`src/rtl/doorlock_pkg.sv`:
```
// Shared key codes, FSM state encoding and keypad decode helpers for the
// multi-digit door lock.
package doorlock_pkg;

    localparam logic [3:0] KEY_NONE = 4'd0;
    localparam logic [3:0] KEY_SET  = 4'd10;
    localparam logic [3:0] KEY_CLR  = 4'd11;
    localparam logic [3:0] KEY_ENT  = 4'd12;
    localparam logic [3:0] KEY_ZERO = 4'd13;

    typedef enum logic [2:0] {
        ST_IDLE      = 3'd0,
        ST_ENTRY     = 3'd1,
        ST_SET_ENTRY = 3'd2,
        ST_UNLOCKED  = 3'd3,
        ST_LOCKOUT   = 3'd4
    } state_t;

    function automatic logic is_digit(input logic [3:0] key);
        return ((key >= 4'd1) && (key <= 4'd9)) || (key == KEY_ZERO);
    endfunction

    // Key 13 is the zero digit; non-digit codes map to 0 but are never shifted in.
    function automatic logic [3:0] key_to_bcd(input logic [3:0] key);
        logic [3:0] bcd;
        case (key)
            4'd1, 4'd2, 4'd3, 4'd4, 4'd5,
            4'd6, 4'd7, 4'd8, 4'd9: bcd = key;
            default:                bcd = 4'd0;
        endcase
        return bcd;
    endfunction

endpackage

```
`src/rtl/keypad_edge.sv`:
```
// Press detector: one key event on the first cycle a nonzero code appears
// after a released keypad.
import doorlock_pkg::*;

module keypad_edge (
    input  logic       i_clk,
    input  logic       i_rst_n,
    input  logic [3:0] i_button,
    output logic       o_key_valid,
    output logic [3:0] o_key_code
);

    logic [3:0] r_prev_button;

    // Previous keypad sample for edge detection
    always_ff @(posedge i_clk) begin
        if (!i_rst_n) begin
            r_prev_button <= KEY_NONE;
        end else begin
            r_prev_button <= i_button;
        end
    end

    assign o_key_valid = (r_prev_button == KEY_NONE) && (i_button != KEY_NONE);
    assign o_key_code  = i_button;

endmodule

```
`src/rtl/doorlock_multi.sv`:
```
// Multi-digit keypad door lock: code entry, fingerprint-gated password change,
// failed-attempt lockout, timed unlock and entry inactivity timeout.
import doorlock_pkg::*;

module doorlock_multi #(
    parameter int                    PW_LEN         = 8,
    parameter int                    FP_W           = 8,
    parameter logic [FP_W-1:0]       FP_ID          = 8'h97,
    parameter logic [PW_LEN*4-1:0]   DEFAULT_PW     = 32'h1234_5678,
    parameter int                    MAX_FAIL       = 3,
    parameter int                    UNLOCK_CYCLES  = 10,
    parameter int                    LOCK_CYCLES    = 50,
    parameter int                    TIMEOUT_CYCLES = 100
) (
    input  logic                  sync_clk,
    input  logic                  sync_rst_n,
    input  logic [3:0]            button,
    input  logic [FP_W-1:0]       fingerprint,
    output logic [PW_LEN*4-1:0]   display,
    output logic [3:0]            entry_cnt,
    output logic                  unlock,
    output logic                  locked_out,
    output logic                  set_mode,
    output logic                  pw_updated,
    output logic [1:0]            fail_cnt
);

    localparam int BUF_W   = PW_LEN * 4;
    localparam int T_UL    = (UNLOCK_CYCLES > LOCK_CYCLES) ? UNLOCK_CYCLES : LOCK_CYCLES;
    localparam int T_MAX   = (T_UL > TIMEOUT_CYCLES) ? T_UL : TIMEOUT_CYCLES;
    localparam int TMR_W   = $clog2(T_MAX + 1);
    localparam logic [BUF_W-1:0] BUF_EMPTY = {PW_LEN{4'hF}};
    localparam logic [1:0]       FAIL_LIM  = 2'(MAX_FAIL);
    localparam logic [3:0]       LEN_4     = 4'(PW_LEN);

    logic             w_key_valid;
    logic [3:0]       w_key_code;

    state_t           r_state, w_state_nx;
    logic [BUF_W-1:0] r_buf, w_buf_nx, w_buf_shift;
    logic [BUF_W-1:0] r_pw, w_pw_nx;
    logic [3:0]       r_cnt, w_cnt_nx;
    logic [TMR_W-1:0] r_tmr, w_tmr_nx;
    logic [1:0]       r_fail, w_fail_nx, w_fail_inc;
    logic             w_pw_upd_nx;
    logic             r_unlock, r_locked_out, r_set_mode, r_pw_upd;

    keypad_edge u_keypad_edge (
        .i_clk       (sync_clk),
        .i_rst_n     (sync_rst_n),
        .i_button    (button),
        .o_key_valid (w_key_valid),
        .o_key_code  (w_key_code)
    );

    // New digit enters on the LSD side; the oldest nibble falls off the top.
    assign w_buf_shift = BUF_W'({r_buf, key_to_bcd(w_key_code)});
    assign w_fail_inc  = r_fail + 2'd1;

    // Next-state, buffer, password, timer and failure-count logic
    always_comb begin
        w_state_nx  = r_state;
        w_buf_nx    = r_buf;
        w_pw_nx     = r_pw;
        w_cnt_nx    = r_cnt;
        w_tmr_nx    = r_tmr;
        w_fail_nx   = r_fail;
        w_pw_upd_nx = 1'b0;

        case (r_state)
            ST_IDLE: begin
                w_tmr_nx = '0;
                if (w_key_valid && is_digit(w_key_code)) begin
                    w_buf_nx   = w_buf_shift;
                    w_cnt_nx   = 4'd1;
                    w_state_nx = ST_ENTRY;
                end else if (w_key_valid && (w_key_code == KEY_SET)) begin
                    if (fingerprint == FP_ID) begin
                        w_state_nx = ST_SET_ENTRY;
                    end else begin
                        w_fail_nx  = w_fail_inc;
                        w_state_nx = (w_fail_inc == FAIL_LIM) ? ST_LOCKOUT : ST_IDLE;
                    end
                end else begin
                    w_state_nx = ST_IDLE;
                end
            end

            ST_ENTRY, ST_SET_ENTRY: begin
                if (w_key_valid) begin
                    // A key in the timeout cycle still wins and restarts the timer.
                    w_tmr_nx = '0;
                    if (is_digit(w_key_code)) begin
                        if (r_cnt < LEN_4) begin
                            w_buf_nx = w_buf_shift;
                            w_cnt_nx = r_cnt + 4'd1;
                        end else begin
                            w_cnt_nx = r_cnt;
                        end
                    end else if (w_key_code == KEY_CLR) begin
                        w_buf_nx   = BUF_EMPTY;
                        w_cnt_nx   = 4'd0;
                        w_state_nx = ST_IDLE;
                    end else if (w_key_code == KEY_ENT) begin
                        w_buf_nx = BUF_EMPTY;
                        w_cnt_nx = 4'd0;
                        if (r_state == ST_SET_ENTRY) begin
                            w_state_nx = ST_IDLE;
                            if (r_cnt == LEN_4) begin
                                w_pw_nx     = r_buf;
                                w_pw_upd_nx = 1'b1;
                            end else begin
                                w_pw_nx = r_pw;
                            end
                        end else if ((r_cnt == LEN_4) && (r_buf == r_pw)) begin
                            w_fail_nx  = 2'd0;
                            w_state_nx = ST_UNLOCKED;
                        end else begin
                            w_fail_nx  = w_fail_inc;
                            w_state_nx = (w_fail_inc == FAIL_LIM) ? ST_LOCKOUT : ST_IDLE;
                        end
                    end else begin
                        w_state_nx = r_state;
                    end
                end else if (r_tmr == TMR_W'(TIMEOUT_CYCLES - 1)) begin
                    w_buf_nx   = BUF_EMPTY;
                    w_cnt_nx   = 4'd0;
                    w_tmr_nx   = '0;
                    w_state_nx = ST_IDLE;
                end else begin
                    w_tmr_nx = r_tmr + TMR_W'(1);
                end
            end

            ST_UNLOCKED: begin
                if (r_tmr == TMR_W'(UNLOCK_CYCLES - 1)) begin
                    w_tmr_nx   = '0;
                    w_state_nx = ST_IDLE;
                end else begin
                    w_tmr_nx = r_tmr + TMR_W'(1);
                end
            end

            ST_LOCKOUT: begin
                if (r_tmr == TMR_W'(LOCK_CYCLES - 1)) begin
                    w_tmr_nx   = '0;
                    w_fail_nx  = 2'd0;
                    w_state_nx = ST_IDLE;
                end else begin
                    w_tmr_nx = r_tmr + TMR_W'(1);
                end
            end

            default: begin
                w_state_nx = ST_IDLE;
                w_buf_nx   = BUF_EMPTY;
                w_cnt_nx   = 4'd0;
                w_tmr_nx   = '0;
            end
        endcase
    end

    // State, datapath and registered status outputs
    always_ff @(posedge sync_clk) begin
        if (!sync_rst_n) begin
            r_state      <= ST_IDLE;
            r_buf        <= BUF_EMPTY;
            r_pw         <= DEFAULT_PW;
            r_cnt        <= 4'd0;
            r_tmr        <= '0;
            r_fail       <= 2'd0;
            r_unlock     <= 1'b0;
            r_locked_out <= 1'b0;
            r_set_mode   <= 1'b0;
            r_pw_upd     <= 1'b0;
        end else begin
            r_state      <= w_state_nx;
            r_buf        <= w_buf_nx;
            r_pw         <= w_pw_nx;
            r_cnt        <= w_cnt_nx;
            r_tmr        <= w_tmr_nx;
            r_fail       <= w_fail_nx;
            r_unlock     <= (w_state_nx == ST_UNLOCKED);
            r_locked_out <= (w_state_nx == ST_LOCKOUT);
            r_set_mode   <= (w_state_nx == ST_SET_ENTRY);
            r_pw_upd     <= w_pw_upd_nx;
        end
    end

    assign display    = r_buf;
    assign entry_cnt  = r_cnt;
    assign unlock     = r_unlock;
    assign locked_out = r_locked_out;
    assign set_mode   = r_set_mode;
    assign pw_updated = r_pw_upd;
    assign fail_cnt   = r_fail;

endmodule

```
`config.mk`:
```
export PLATFORM = sky130hd
export DESIGN_NAME = doorlock_multi
export DESIGN_NICKNAME = d
export VERILOG_FILES = /design/src/rtl/doorlock_pkg.sv /design/src/rtl/keypad_edge.sv /design/src/rtl/doorlock_multi.sv
export SDC_FILE = /design/constraint.sdc
export NUM_CORES = 1
export LEC_CHECK = 0
export ABC_AREA = 1
export CAP_MARGIN = 15
export CORE_MARGIN = 5
export CORE_UTILIZATION = 40
export DETAILED_ROUTE_END_ITERATION = 16
export PLACE_DENSITY = 0.63
export SLEW_MARGIN = 20
export SYNTH_ARGS = -nofsm -noshare
export SYNTH_HDL_FRONTEND = slang
export SYNTH_SLANG_ARGS = --single-unit
```
`constraint.sdc`:
```
create_clock -name sync_clk -period 1.8 [get_ports sync_clk]
set_input_delay 0.36 -clock sync_clk [delete_from_list [all_inputs] [get_ports sync_clk]]
set_output_delay 0.36 -clock sync_clk [all_outputs]
set_load 0.01 [all_outputs]
```
==> summary.md, run 1 <==
| Metric | Value |
|---|---|
| Status | `completed` |
| Post-Syn Area | `4380 um^2` |
| Final Util | `0.565` |
| Worst-margin pin slew | `619 ps` |
| GR Util All Layers | `0.195` |
| First-pass GRT wire length | `20400 um` |
| Max-Cap Viols | `0` |
| Row Count | `38` |
| Post-synth ARST share | `0` |
| Worst setup startpoint | `entry_cnt[1]` |
| CP Class | `register to register` |
| H-Tree Depth | `3` |
| PD cells | `818 nW/um^2` |
| Vias | `4460` |
| Layout Nets | `755` |
| WP data required | `2120 ps` |
| Root buffer cell | `clkbuf_8` |
| Classification of the worst-slack hold path | `input pin to register` |
| Final period utilization | `0.986` |
| Vias in the first global route | `4230` |
| Die W | `115 um` |
| Largest net degree at the start of global routing | `34` |
| WHS | `330 ps` |
| Worst-Skew Late Latency | `390 ps` |
| Most frequent cells in the layout | `125 x nand2_1, 69 x inv_1, 66 x nor2_1` |
| Critical R2R Launch | `entry_cnt[1]` |
| Hold buffer count at CTS | `0` |
| Post-Syn Instances | `617` |
| Sequential fraction of the synthesis area | `0.402` |
| Syn Area/Cell | `7.10 um^2` |
| Yosys reg bits | `88` |
| Number of synthesis warnings | `0` |
| Initial antenna violation count | `0` |
| Height of the die | `115 um` |
| Worst-path clk slew | `80 ps` |
| Distinct cell type count after synthesis | `41` |
| N_diodes | `0` |
| Final Hold Fails | `0` |
| Slew HR | `0.587` |
| CP Launch Type | `register` |
| Total core area | `10800 um^2` |
| Final Wtd Congestion | `0.858` |
| Post-route DRC violation count | `0` |
| Fraction of layout cells with a size suffix above 1 | `0.261` |
| Clock skew | `17.4 ps` |
| Post-synth EDFFs | `0` |
| Final ANT Viol Nets | `0` |
| Drt pass-1 iters | `5` |
| Clk sinks | `88` |
| Final instance area | `6100 um^2` |
| Port Buffer Count | `55` |
| Fmax | `563 MHz` |
| Worst VDD drop | `501 uV` |
| CTS Buffer Depth | `2` |
| CTS tree | `yes` |
| WP data arrival | `2090 ps` |
| Drt initial violations | `298` |
| Setup Viol. Count Final | `0` |
| Routed WL | `13100 um` |
| Area growth syn-to-layout | `39.1%` |
| Placed Area | `5500 um^2` |
| Max Slew Vio Count | `0` |
| Critical-path maximum fanout | `2` |
| RSZ-0062 raised after global routing | `true` |
| # IOs | `56` |
| Via density | `5.07` |
| Final min period | `1780 ps` |
| Hold path start | `sync_rst_n` |
| Synth Flop Type | `dfxtp_1` |
| Initial Util | `0.406` |
| Leakage | `2.84 nW` |
| Fin Setup TNS | `0 ps` |
| Crit. End Element | `register` |
| GRT overflow | `0` |
| Hpwl dp | `8910 um` |
| Die area | `13100 um^2` |
| Post-DR wirelength/cell | `14.9 um` |
| Mapped Nets | `636` |
| Commonest non-fill, non-tap cell in the layout | `nand2_1` |
| Clock buffer count from CTS | `9` |
[Yosys cell counts (all sizes together) (2+ instances only)]
| master | number | area share |
|---|---|---|
| a211oi | 2 | 0.0046 |
| a21oi | 31 | 0.035 |
| and2 | 2 | 0.0029 |
| buf | 10 | 0.017 |
| clkbuf | 14 | 0.012 |
| dfxtp | 88 | 0.40 |
| ha | 5 | 0.014 |
| inv | 82 | 0.070 |
| nand2 | 145 | 0.13 |
| nand3 | 26 | 0.032 |
| nand4 | 7 | 0.010 |
| nor2 | 78 | 0.072 |
| nor3 | 7 | 0.010 |
| nor4 | 2 | 0.0029 |
| o211ai | 31 | 0.065 |
| o21ai | 59 | 0.068 |
| or2 | 3 | 0.0043 |
| xnor2 | 14 | 0.028 |
| xor2 | 3 | 0.0060 |
[critical path, cell delays in order (launching register included)]
cell     delay, ps
dfxtp_2        330
inv_2           70
ha_4           130
nand2_4         60
nor2_4         120
nand3_2         80
nor2_1         110
nand3_1         80
nor2_1         120
nand3_1        110
nand2_2         90
nand2_1         50
nand2_1         60
nand2_2         60
nand2_1         80
nand2_2         50
nor2_1         100
[flip-flops by register name (all words and copies together) (netlist names)]
register / flops
display: 32
entry_cnt: 4
fail_cnt: 2
locked_out: 1
pw_updated: 1
r_pw: 32
r_state: 3
r_tmr: 7
set_mode: 1
u_keypad_edge.r_prev_button: 4
unlock: 1
[path summary, 6_finish.rpt]
path | cells after the start | to | slack [ps]
worst min-delay path | 3 | r_state[0] | 330
worst max register to register | 16 | unlock | 20
worst max-delay path | 16 | unlock | 20
worst min register to register | 2 | fail_cnt[1] | 500
[kinds of logic after synthesis]
family                   after synthesis  share of synthesized area
adder cells (fa/ha/maj)                5                     0.0143
AND/OR/NAND/NOR                      273                      0.269
AO/OA/AOI/OAI                        127                      0.180
flip-flops                            88                      0.402
XOR/XNOR                              17                     0.0340
buffers and inverters                107                      0.100
[power by group]
| part | total [W] | switching [W] | internal [W] |
|---|---|---|---|
| Clock | 0.00141 | 0.000732 | 0.000677 |
| Combinational | 0.00137 | 0.000711 | 0.000661 |
| Sequential | 0.00220 | 0.000120 | 0.00208 |
| Total | 0.00499 | 0.00156 | 0.00342 |
[layout make-up]
cell class                 count  area (um^2)
multi-input combinational    422         2330
clock inverter                 4         53.8
inverter                      83          324
sequential                    88         1800
tap                          140          175
timing repair buffer         132         1280
fill                         991         4700
clock buffer                  11          141
[timing repair]
item	CTS	global route
gates cloned	1	5
setup endpoints to repair	47	89
endpoints found under the hold margin	0	0
gates resized for setup	19	77
pin swaps	5	20
buffers inserted	0	8
[per-layer routing]
layer	GRT usage	wire length, um
met1	0.237	5720
met2	0.334	6360
met3	0.0381	703
met4	0.0847	347
met5	0	0
[metrics by stage]
step	worst slack, ps	power [W]	instances
after floorplan	95.5	0.00286	617
after global placement	-498	0.00344	851
after detailed placement	-519	0.00346	851
after CTS	-9.47	0.00490	867
after global routing	-128	0.00524	880
final	24.7	0.00499	880
Note: power is estimated with default switching activity, not from simulation.
==> run 2, diff against run 1 <==
- CORE_ASPECT_RATIO: unset -> 1.25
- SKIP_LAST_GASP: unset -> 1
- SLEW_MARGIN: 20 -> unset
==> run 2 against run 1 <==
Net effect:
- die area rose by 0.10%
- utilization rose by 0.99 points
- final cell count fell by 1.3%
- worst setup slack got worse by 46 ps
- worst hold slack improved by 12 ps
- sequential cell count did not move
- maximum frequency fell by 2.5%
- clock power rose by 27%
- the flow now finishes with violations (negative setup slack)
- first-iteration DRC count fell by 33%
- via count fell by 0.49%
==> summary.md, run 2 (synthesis results as in run 1) <==
| Metric | Value |
|---|---|
| Fin Setup TNS | `-42.7 ps` |
| Final Hold Fails | `0` |
| Worst setup startpoint | `r_state[2]` |
| Layout Nets | `751` |
| Vias in the first global route | `4352` |
| Final period utilization | `1.01` |
| Power, Total | `0.00539 W` |
| Critical-path maximum fanout | `8` |
| Initial Util | `0.411` |
| Hold path start | `sync_rst_n` |
| Via density | `5.11` |
| Final Wtd Congestion | `0.919` |
| CTS tree | `yes` |
| Hpwl dp | `9150 um` |
| Leakage | `2.82 nW` |
| Drt initial violations | `201` |
| Clock skew | `8.14 ps` |
| Worst VDD drop | `441 uV` |
| Worst-Skew Late Latency | `350 ps` |
| Final instance area | `6130 um^2` |
| Initial antenna violation count | `0` |
| Setup Viol. Count Final | `3` |
| Die W | `104 um` |
| WP data required | `2060 ps` |
| Root buffer cell | `clkbuf_16` |
| CP Class | `register to register` |
| CP Launch Type | `register` |
| Max Slew Vio Count | `0` |
| Max-Cap Viols | `0` |
| Pre-CTS setup slack | `-556 ps` |
| First-pass GRT wire length | `20200 um` |
| H-Tree Depth | `3` |
| Fraction of layout cells with a size suffix above 1 | `0.242` |
| Largest net degree at the start of global routing | `33` |
| N_diodes | `0` |
| Row Count | `42` |
| Failing checks | `negative setup slack` |
| Setup slack after layout | `-21.0 ps` |
| Worst-margin pin slew | `597 ps` |
| Critical R2R Launch | `r_state[2]` |
| Drt pass-1 iters | `5` |
| Routed WL | `12700 um` |
| Crit. End Element | `register` |
| Placed Area | `5550 um^2` |
| PD cells | `879 nW/um^2` |
| CTS Buffer Depth | `2` |
| Final min period | `1820 ps` |
| # IOs | `56` |
| Post-route DRC violation count | `0` |
| Fmax | `549 MHz` |
| Most frequent cells in the layout | `133 x nand2_1, 72 x dfxtp_1, 68 x inv_1` |
| Classification of the worst-slack hold path | `input pin to register` |
| Commonest non-fill, non-tap cell in the layout | `nand2_1` |
| Vias | `4438` |
| Area growth syn-to-layout | `39.9%` |
| Height of the die | `127 um` |
| RSZ-0062 raised after global routing | `true` |
| Port Buffer Count | `55` |
| Slew HR | `0.602` |
| WP data arrival | `2080 ps` |
| GR Util All Layers | `0.186` |
| Worst-path clk slew | `60 ps` |
| Post-DR wirelength/cell | `14.7 um` |
| Clock buffer count from CTS | `9` |
| Status | `finished, violations left` |
| Total core area | `10700 um^2` |
| Clk sinks | `88` |
| GRT overflow | `0` |
| Final ANT Viol Nets | `0` |
| Die area | `13200 um^2` |
[run 2: cell types whose count changed in the layout (fill, tap and decap cells not counted), moves of 4 or more]
cell / previous run / this run
buf_4: 65 / 61
clkbuf_16: 3 / 12
clkbuf_8: 10 / 1
clkdlybuf4s50_1: 40 / 50
dfxtp_1: 62 / 72
dfxtp_2: 24 / 16
dlymetal6s2s_1: 8 / 0
nand2_1: 125 / 133
nand2_2: 16 / 9
[run 2: final timing paths]
path | end | slack, ps | cells past startpoint
worst max-delay path | entry_cnt[1] | -20 | 11
worst min register to register | r_pw[3] | 490 | 2
worst max register to register | entry_cnt[1] | -20 | 11
worst min-delay path | entry_cnt[3] | 340 | 3
[run 2: area by class of cell]
cell class                 count  area, um^2
fill                         993        4540
multi-input combinational    422        2340
sequential                    88        1780
timing repair buffer         128        1240
inverter                      83         327
clock buffer                  10         239
tap                          132         165
clock inverter                 6        41.3
[run 2: where the power goes]
part           total, W  internal [W]  switching [W]
Sequential      0.00221       0.00208       0.000127
Combinational   0.00139      0.000681       0.000711
Clock           0.00179      0.000978       0.000807
Total           0.00539       0.00374        0.00164
[run 2: per-stage QoR]
| step | util | std cells | hold slack, ps |
|---|---|---|---|
| 2_1_floorplan | - | 617 | 433 |
| 3_3_place_gp | 0.520 | 845 | 472 |
| 3_5_place_dp | 0.520 | 845 | 481 |
| 4_1_cts | 0.551 | 863 | 331 |
| 5_1_grt | 0.575 | 869 | 352 |
| 6_report | 0.575 | 869 | 343 |
[run 2: worst max-delay path, stage by stage, from the launching register on]
cell	delay, ps
dfxtp_1	330
buf_4	150
nor2_1	200
inv_1	100
nor2_1	200
nor3_2	80
nand2_4	110
clkinv_8	100
buf_12	150
nand2_1	60
nand2_2	70
a211oi_2	170
[run 2: timing repair]
action                                  4_1_cts  5_1_grt
pin swaps                                     9       23
gates resized for setup                      18       56
endpoints found under the setup margin       76       60
hold buffers                                  0        0
setup buffers                                 2        3
gates cloned                                  0        3
[run 2: metal layers]
metal,share of wire,track usage
met1,0.40,0.203
met2,0.52,0.334
met3,0.046,0.0404
met4,0.033,0.0981
met5,0,0
==> run 3, diff against run 2 <==
- CORE_UTILIZATION: 40 -> 35
- PLACE_DENSITY: 0.63 -> 0.57
==> run 3 against run 2 <==
Net effect:
- the flow still finishes with violations (negative setup slack)
- total power rose by 0.22%
- clock power barely moved
- sequential cell count did not move
- clock skew fell by 0.89 ps
- die area rose by 13%
- final cell count rose by 4.9%
- maximum frequency rose by 0.84%
- via count fell by 1.9%
- sequential power barely moved
- critical path depth did not move
- combinational power rose by 4%
- critical path type unchanged
==> summary.md, run 3 (synthesis results as in run 1) <==
| Metric | Value |
|---|---|
| Worst VDD drop | `443 uV` |
| Fill count | `1237` |
| Most frequent cells in the layout | `131 x nand2_1, 74 x buf_4, 71 x dfxtp_1` |
| N_diodes | `0` |
| Hold buffer count at CTS | `0` |
| Post-route DRC violation count | `0` |
| Fmax | `554 MHz` |
| Leakage | `2.88 nW` |
| Vias in the first global route | `4390` |
| Worst setup startpoint | `r_state[0]` |
| Area growth syn-to-layout | `42.1%` |
| Final Hold Fails | `0` |
| WP data required | `2000 ps` |
| Final min period | `1810 ps` |
| Clk sinks | `88` |
| CP Class | `register to register` |
| Die area | `14900 um^2` |
| Commonest non-fill, non-tap cell in the layout | `nand2_1` |
| H-Tree Depth | `3` |
| Hpwl dp | `9290 um` |
| Initial antenna violation count | `0` |
| PD cells | `867 nW/um^2` |
| Total core area | `12200 um^2` |
| WP data arrival | `2010 ps` |
| Largest net degree at the start of global routing | `35` |
| RSZ-0062 raised after global routing | `true` |
| Final Wtd Congestion | `0.893` |
| Slew HR | `0.577` |
| CP Launch Type | `register` |
| CTS Buffer Depth | `2` |
| Max-Cap Viols | `0` |
| Classification of the worst-slack hold path | `input pin to register` |
| Setup slack after layout | `-5.79 ps` |
| Crit. End Element | `register` |
| Port Buffer Count | `55` |
| First-pass GRT wire length | `20800 um` |
| Clock skew | `7.25 ps` |
| Initial Util | `0.359` |
| Critical-path maximum fanout | `14` |
| Routed WL | `13200 um` |
| Worst-Skew Late Latency | `340 ps` |
| Hold path start | `button[2]` |
| # IOs | `56` |
| Clock buffer count from CTS | `9` |
| Fraction of layout cells with a size suffix above 1 | `0.257` |
| Failing checks | `negative setup slack` |
| Worst-path clk slew | `60 ps` |
| Pre-CTS setup slack | `-534 ps` |
| Via density | `4.77` |
| Critical R2R Launch | `r_state[0]` |
| Drt initial violations | `161` |
| Status | `finished, violations left` |
| Final Util | `0.510` |
| Final ANT Viol Nets | `0` |
| Drt pass-1 iters | `4` |
| Layout Nets | `763` |
| Worst-margin pin slew | `634 ps` |
| GRT overflow | `0` |
| Die W | `110 um` |
| Max Slew Vio Count | `0` |
| CTS tree | `yes` |
| Worst Reg-to-Reg Cells | `11` |
| Row Count | `45` |
| Final period utilization | `1.00` |
| Height of the die | `135 um` |
| Post-DR wirelength/cell | `14.5 um` |
| Hold depth | `3` |
| Setup Viol. Count Final | `1` |
| Vias | `4353` |
| Root buffer cell | `clkbuf_16` |
| GR Util All Layers | `0.179` |
run 3: cell count changes in the layout (fill, tap and decap cells not counted), sizes merged:
cell / previous run / this run
dlymetal6s2s: 0 / 1
buf: 71 / 84
clkinvlp: 0 / 1
clkinv: 5 / 3
clkdlybuf4s15: 1 / 0
bufbuf: 0 / 1
clkdlybuf4s50: 50 / 49
dlygate4sd2: 3 / 2
inv: 84 / 82
clkbuf: 13 / 15
run 3: area by class of cell:
| class | count | area, um^2 | share of cell area |
|---|---|---|---|
| Sequential cell | 88 | 1780 | 0.286 |
| Clock buffer | 12 | 256 | 0.0412 |
| Inverter | 83 | 324 | 0.0520 |
| Tap cell | 164 | 205 | 0.0330 |
| Timing Repair Buffer | 140 | 1300 | 0.208 |
| Multi-Input combinational cell | 422 | 2340 | 0.376 |
| Clock inverter | 3 | 17.5 | 0.00281 |
run 3: timing repair:
action,CTS,global route
gates resized for setup,28,65
pin swaps,11,22
gates cloned,1,2
setup buffers,5,5
hold endpoints to repair,0,0
endpoints found under the setup margin,78,53
run 3: stage by stage:
step	instances	hold WS [ps]	instance area, um^2	TNS (ps)	total power, W
after floorplan	617	433	4380	0	0.00286
after global placement	884	472	5610	-37040	0.00351
after detailed placement	884	477	5610	-37820	0.00353
after CTS	905	418	6020	-34.6	0.00538
after global routing	912	280	6230	-2520	0.00567
final	912	278	6230	-5.79	0.00540
run 3: worst max-delay path: stages, from the launching register on:
cell       delay [ps]
dfxtp_2           350
inv_2              70
nand2_2            90
nand2_2           120
clkinv_4           80
o21ai_2            90
nor2_2             70
nor3_2            230
nand2_4           110
inv_8              90
bufbuf_16         280
o211ai_1           90
run 3: final timing paths:
| kind | end | slack (ps) |
|---|---|---|
| setup reg to reg | display[10] | -6 |
| hold reg to reg | r_pw[6] | 490 |
| setup / recovery | display[10] | -6 |
| hold / removal | u_keypad_edge.r_prev_button[2] | 280 |
run 3: routing by layer:
layer | vias up | wire, um | track usage
met5 | - | 0 | 0
met2 | 85 | 6970 | 0.330
met3 | 23 | 603 | 0.0344
met1 | 1994 | 5260 | 0.197
met4 | 0 | 347 | 0.0735
li1 | 2251 | - | -
run 3: power breakdown:
group | internal [W] | switching, W | leakage [nW]
clock network | 0.000999 | 0.000763 | 0.134
registers | 0.00208 | 0.000116 | 0.717
logic | 0.000710 | 0.000728 | 2.02
==> RTL edit 1: new RTL, settings of run 3 <==
Set the parameter `TIMEOUT_CYCLES` to 150 (it was 100).
--- a/src/rtl/doorlock_multi.sv
+++ b/src/rtl/doorlock_multi.sv
@@ -10,7 +10,7 @@
     parameter int                    MAX_FAIL       = 3,
     parameter int                    UNLOCK_CYCLES  = 10,
     parameter int                    LOCK_CYCLES    = 50,
-    parameter int                    TIMEOUT_CYCLES = 100
+    parameter int                    TIMEOUT_CYCLES = 150
 ) (
     input  logic                  sync_clk,
     input  logic                  sync_rst_n,
Function: no difference found for any inputs over 4 cycles, from zero or initial values and one cycle with sync_rst_n low; that may be too few to reach the edited logic, so the function may still have changed.
==> RTL edit 1 against run 3 <==
The flow still finishes with violations (setup timing); synthesized area up 7.7%; total power up 16%; via count up 4.6%; setup slack worse by 0.083 ns; routed wire length up 5.9%; sequential cell count up 1; cell area up 12%; non-clock buffer count up 23; largest cell class unchanged; largest power group unchanged; highest routed layer unchanged.
==> RTL edit 1: results <==
metrics = {
    "outcome": {
        "outcome": "finished with violations",
        "violations": "setup timing",
    },
    "clocking": {
        "ctsLongestPathBuffers": 2,
        "clk_latency_ns": 0.34,
        "htree_num_levels": 3,
        "clk_pin_slew_ns": 0.07,
        "root_buffer": "clkbuf_16",
        "cts_inserted_buffers": 9,
    },
    "floorplan": {
        "core_area_sq_um": 13200,
    },
    "worst_setup_path": {
        "critical_path_class": "flip-flop to flip-flop",
        "cpPeakStageDelay_ns": 0.32,
        "rr_startpoint": "r_tmr[1]",
        "slowest_stage": "dfxtp_2",
        "critPathMaxFanout": 5,
        "path_delay_family": "simple AND/OR/NAND/NOR gates",
        "critPathArrivalTime_ns": 2.17,
    },
    "logic_synthesis": {
        "syn-num-nets": 630,
        "syn_avg_cell_area_sq_um": 7.73,
        "yosysWarnings": 0,
        "synthArstFlopShare_pct": 0,
        "ys_types": 39,
        "synth.top_cells.by_count": "nand2_1 (117), dfxtp_1 (89), inv_1 (84)",
        "ys_seq_area_share_pct": 37.7,
        "synth_area_leaders": "dfxtp_1 (38%), nand2_1 (9.3%), o211ai_2 (8.0%)",
        "yosys.area.top_type": "dfxtp_1",
    },
    "min_path": {
        "hp-start": "button[3]",
        "hold_path.class": "primary input to flip-flop",
    },
    "power_and_ir_drop": {
        "swShare_pct": 29.7,
        "power_leakage_uw": 0.00323,
        "irDropWorstVdd_mv": 0.443,
    },
    "grt": {
        "grt_pass1_vias": 4480,
        "antenna_found_initial": 0,
        "grt_pass1_wl_mm": 21.3,
        "grt_start_max_net_pins": 65,
        "grtUsageTotal_pct": 16.3,
    },
    "layout": {
        "drive_gt1_share_pct": 36.6,
        "fill_cells": 1218,
        "nNetsFinal": 779,
        "num_antenna_cells": 0,
    },
    "routing": {
        "dr.pass1.iters": 5,
        "viasPerCell": 4.87,
        "routedWlPerCell_um": 14.9,
        "drtIter0Drc": 219,
        "num_vias": 4554,
    },
    "place": {
        "placed_cells": 892,
        "gp_congestion": 0.881,
        "port-buffer-count": 55,
        "dp_hpwl_mm": 9.35,
    },
    "sta": {
        "skew_ns": 0.00604,
        "fin_ws_ns": -0.0885,
        "final-setup-viol-count": 33,
        "slew-limit-headroom_pct": 75.8,
    },
}
[RTL edit 1: cell count changes in the layout (fill, tap and decap cells not counted), moves of 7 or more]
cell	change
nor2_1	-30
o21ai_0	-17
nand2_2	+35
dfxtp_1	+7
dfxtp_2	-7
o211ai_2	+20
o21ai_1	-11
buf_4	+11
nand2_1	-32
inv_1	+8
buf_12	+8
nand3_1	+15
[RTL edit 1: final cells by class]
type	instances	area share [%]
clock buffer	9	3.22
multi-input combinational	403	37.3
timing repair buffer	163	23.5
clock inverter	7	1.79
sequential	89	25.7
inverter	93	5.24
timing repair inverter	1	0.233
tap	171	3.06
[RTL edit 1: kinds of logic (layout without fill, tap and decap cells)]
| group | count (synthesis) | in the layout | synth area share [%] |
|---|---|---|---|
| flip-flops | 89 | 89 | 37.7 |
| XOR/XNOR | 19 | 19 | 3.53 |
| buffers and inverters | 119 | 273 | 12.1 |
| AO/OA/AOI/OAI | 112 | 112 | 18.2 |
| AND/OR/NAND/NOR | 267 | 267 | 27.1 |
| adder cells (fa/ha/maj) | 5 | 5 | 1.33 |
[RTL edit 1: stage by stage]
stage	setup TNS [ns]	util [%]	area [sq um]	hold slack [ns]	setup WS, ns
global placement	-28.41	45.1	5970	0.452	-0.406
global route	-6.21	52.9	6990	0.480	-0.197
CTS	-0.820	50.1	6620	0.434	-0.0578
floorplan	0	-	4720	0.433	0.0419
detailed placement	-31.90	45.1	5970	0.464	-0.459
finish	-2.00	52.9	6990	0.438	-0.0885
[RTL edit 1: power groups by stage]
stage,logic (uW),registers (uW),clock network (uW)
6_report,1850,2230,2210
2_1_floorplan,856,2310,0
5_1_grt,1990,2240,2330
3_3_place_gp,1580,2260,0
3_5_place_dp,1590,2260,0
4_1_cts,1800,2220,2240
[RTL edit 1: worst paths after layout]
kind                                    end  slack, ns  cells past startpoint
max                            entry_cnt[1]      -0.09                     14
min reg2reg                        r_pw[30]       0.47                      2
max reg2reg                    entry_cnt[1]      -0.09                     14
min          u_keypad_edge.r_prev_button[3]       0.44                      3
[RTL edit 1: metal layers]
metal | GRT usage (%) | share of wire [%]
met2 | 29.4 | 52
met5 | 0 | 0
met4 | 4.94 | 1.6
met1 | 19.5 | 42
met3 | 2.91 | 4.1
[RTL edit 1: timing repair]
| item | 4_1_cts | 5_1_grt |
|---|---|---|
| resized for setup | 39 | 58 |
| gates cloned | 4 | 5 |
| setup buffers | 11 | 8 |
| endpoints found under the setup margin | 63 | 73 |
| pin swaps | 18 | 30 |
==> RTL edit 2: new RTL, flow settings as in run 3 <==
Made on the original files. Re-encode `state_t` (5 states) as one-hot, 5 bits wide.
--- a/src/rtl/doorlock_pkg.sv
+++ b/src/rtl/doorlock_pkg.sv
@@ -8,12 +8,12 @@
     localparam logic [3:0] KEY_ENT  = 4'd12;
     localparam logic [3:0] KEY_ZERO = 4'd13;
 
-    typedef enum logic [2:0] {
-        ST_IDLE      = 3'd0,
-        ST_ENTRY     = 3'd1,
-        ST_SET_ENTRY = 3'd2,
-        ST_UNLOCKED  = 3'd3,
-        ST_LOCKOUT   = 3'd4
+    typedef enum logic [4:0] {
+        ST_IDLE      = 5'b00001,
+        ST_ENTRY     = 5'b00010,
+        ST_SET_ENTRY = 5'b00100,
+        ST_UNLOCKED  = 5'b01000,
+        ST_LOCKOUT   = 5'b10000
     } state_t;
 
     function automatic logic is_digit(input logic [3:0] key);
Behaviour: same outputs for any inputs over 4 cycles, from zero or initial values and one cycle with sync_rst_n low; so few cycles prove little.
==> RTL edit 2 against run 3 <==
Non-clock buffer count increased by 1; sequential cell count rose by 2; sequential power grew 5%; routed wire length is 3.2% lower; fmax increased by 1.5%; register-to-register slack better by 0.08 ns; synthesized area down 0.89%; cell area up 1.1%; combinational power is 13% higher; highest routed layer unchanged; total power grew 5.4%; critical endpoint is now entry_cnt[2]; setup slack improved by 0.027 ns; largest power group unchanged.
==> RTL edit 2: results <==
metrics = {
    "layout": {
        "final_cells": 903,
        "drive_gt1_share_pct": 24.6,
        "fill_cells": 1219,
        "num_antenna_cells": 0,
        "nNetsFinal": 754,
    },
    "grt": {
        "grt.met1_usage_pct": 19.2,
        "antenna_found_initial": 0,
        "grt_pass1_wl_mm": 19.4,
        "grtUsageMet3_pct": 2.97,
        "grt_pass1_vias": 4155,
        "grt_start_max_net_pins": 39,
        "grtUsageTotal_pct": 16.5,
        "grt_util_met2_pct": 29.4,
    },
    "routing": {
        "drtIter0Drc": 201,
        "dr.pass1.iters": 4,
        "wl_met1_mm": 5.33,
        "wl_met2_mm": 6.82,
        "routed_wl_mm": 12.8,
        "met3_length_um": 439,
        "num_vias": 4318,
    },
    "logic_synthesis": {
        "synth_xor_area_share_pct": 6.66,
        "ys_seq_area_share_pct": 41.5,
        "syn-num-nets": 627,
        "synth.top_cells.by_count": "nand2_1 (170), dfxtp_1 (90), inv_1 (69)",
        "synth_compound_area_share_pct": 11.0,
        "yosys.area_share.adder_pct": 1.44,
        "synth_area_leaders": "dfxtp_1 (41%), nand2_1 (15%), inv_1 (6.0%)",
        "syn_avg_cell_area_sq_um": 7.14,
        "ys_types": 35,
    },
    "power_and_ir_drop": {
        "finalPower_uw": 5690,
        "internal_power_uw": 3890,
        "p_comb_uw": 1630,
        "clkPwrFrac_pct": 30.7,
        "power_leakage_uw": 0.00298,
        "irDropWorstVdd_mv": 0.469,
    },
    "min_path": {
        "hold_path.class": "primary input to flip-flop",
    },
    "place": {
        "dpl_cell_area_sq_um": 5520,
        "dp_hpwl_mm": 8.43,
        "placed_cells": 868,
        "gp_congestion": 0.876,
        "dp_slack_ns": -0.672,
    },
    "worst_setup_path": {
        "critPathArrivalTime_ns": 1.42,
        "cpPeakStageDelay_ns": 0.53,
        "slowest_stage": "clkdlybuf4s50_1",
        "critPathMaxFanout": 5,
    },
    "outcome": {
        "outcome": "finished, final reports clean",
    },
    "sta": {
        "skew_ns": 0.00597,
        "worst_pin_slew_ns": 0.413,
    },
    "clocking": {
        "clk_latency_ns": 0.34,
    },
}
## RTL edit 2: cell count changes after synthesis, moves of 10 or more
cell and delta:
nand2_1 +30, nand3_1 +24, nor2_1 -35, o211ai_2 -10, o21ai_0 -27, xnor2_1 +10
## RTL edit 2: cells by family after synthesis
group | count (synthesis)
AOI/OAI and AO/OA | 86
adders and majority gates | 5
DFF | 90
xor gates and xnor gates | 33
buffers and inverters | 101
and+or+nand+nor | 293
## RTL edit 2: critical path, delay by kind of cell, from the launching register on
family,cells,cell delay (ns)
buf+inv,2,0.69
flops,1,0.39
## RTL edit 2: repair_timing
action | 4_1_cts | 5_1_grt
pin swaps | 7 | 26
resized for setup | 11 | 76
setup endpoints to repair | 54 | 60
hold buffers | 0 | 0
gates cloned | 0 | 8
setup buffers | 1 | 11
endpoints found under the hold margin | 0 | 0
## RTL edit 2: worst paths after layout
path / startpoint / end / slack [ns] / depth (start not counted)
setup / recovery: entry_cnt[2] / entry_cnt[2] / 0.02 / 2
hold / removal: button[3] / u_keypad_edge.r_prev_button[3] / 0.40 / 4
setup reg to reg: r_state[4] / display[15] / 0.07 / 11
hold reg to reg: r_pw[5] / r_pw[5] / 0.50 / 2
## RTL edit 2: area by class of cell
| type | count | area, sq um | share of cell area, % |
|---|---|---|---|
| Timing Repair Buffer | 141 | 1380 | 21.9 |
| Multi-Input combinational cell | 417 | 2340 | 37.2 |
| Tap cell | 164 | 205 | 3.26 |
| Clock buffer | 9 | 225 | 3.58 |
| Sequential cell | 90 | 1810 | 28.7 |
| Clock inverter | 6 | 42.5 | 0.676 |
| Inverter | 76 | 290 | 4.61 |
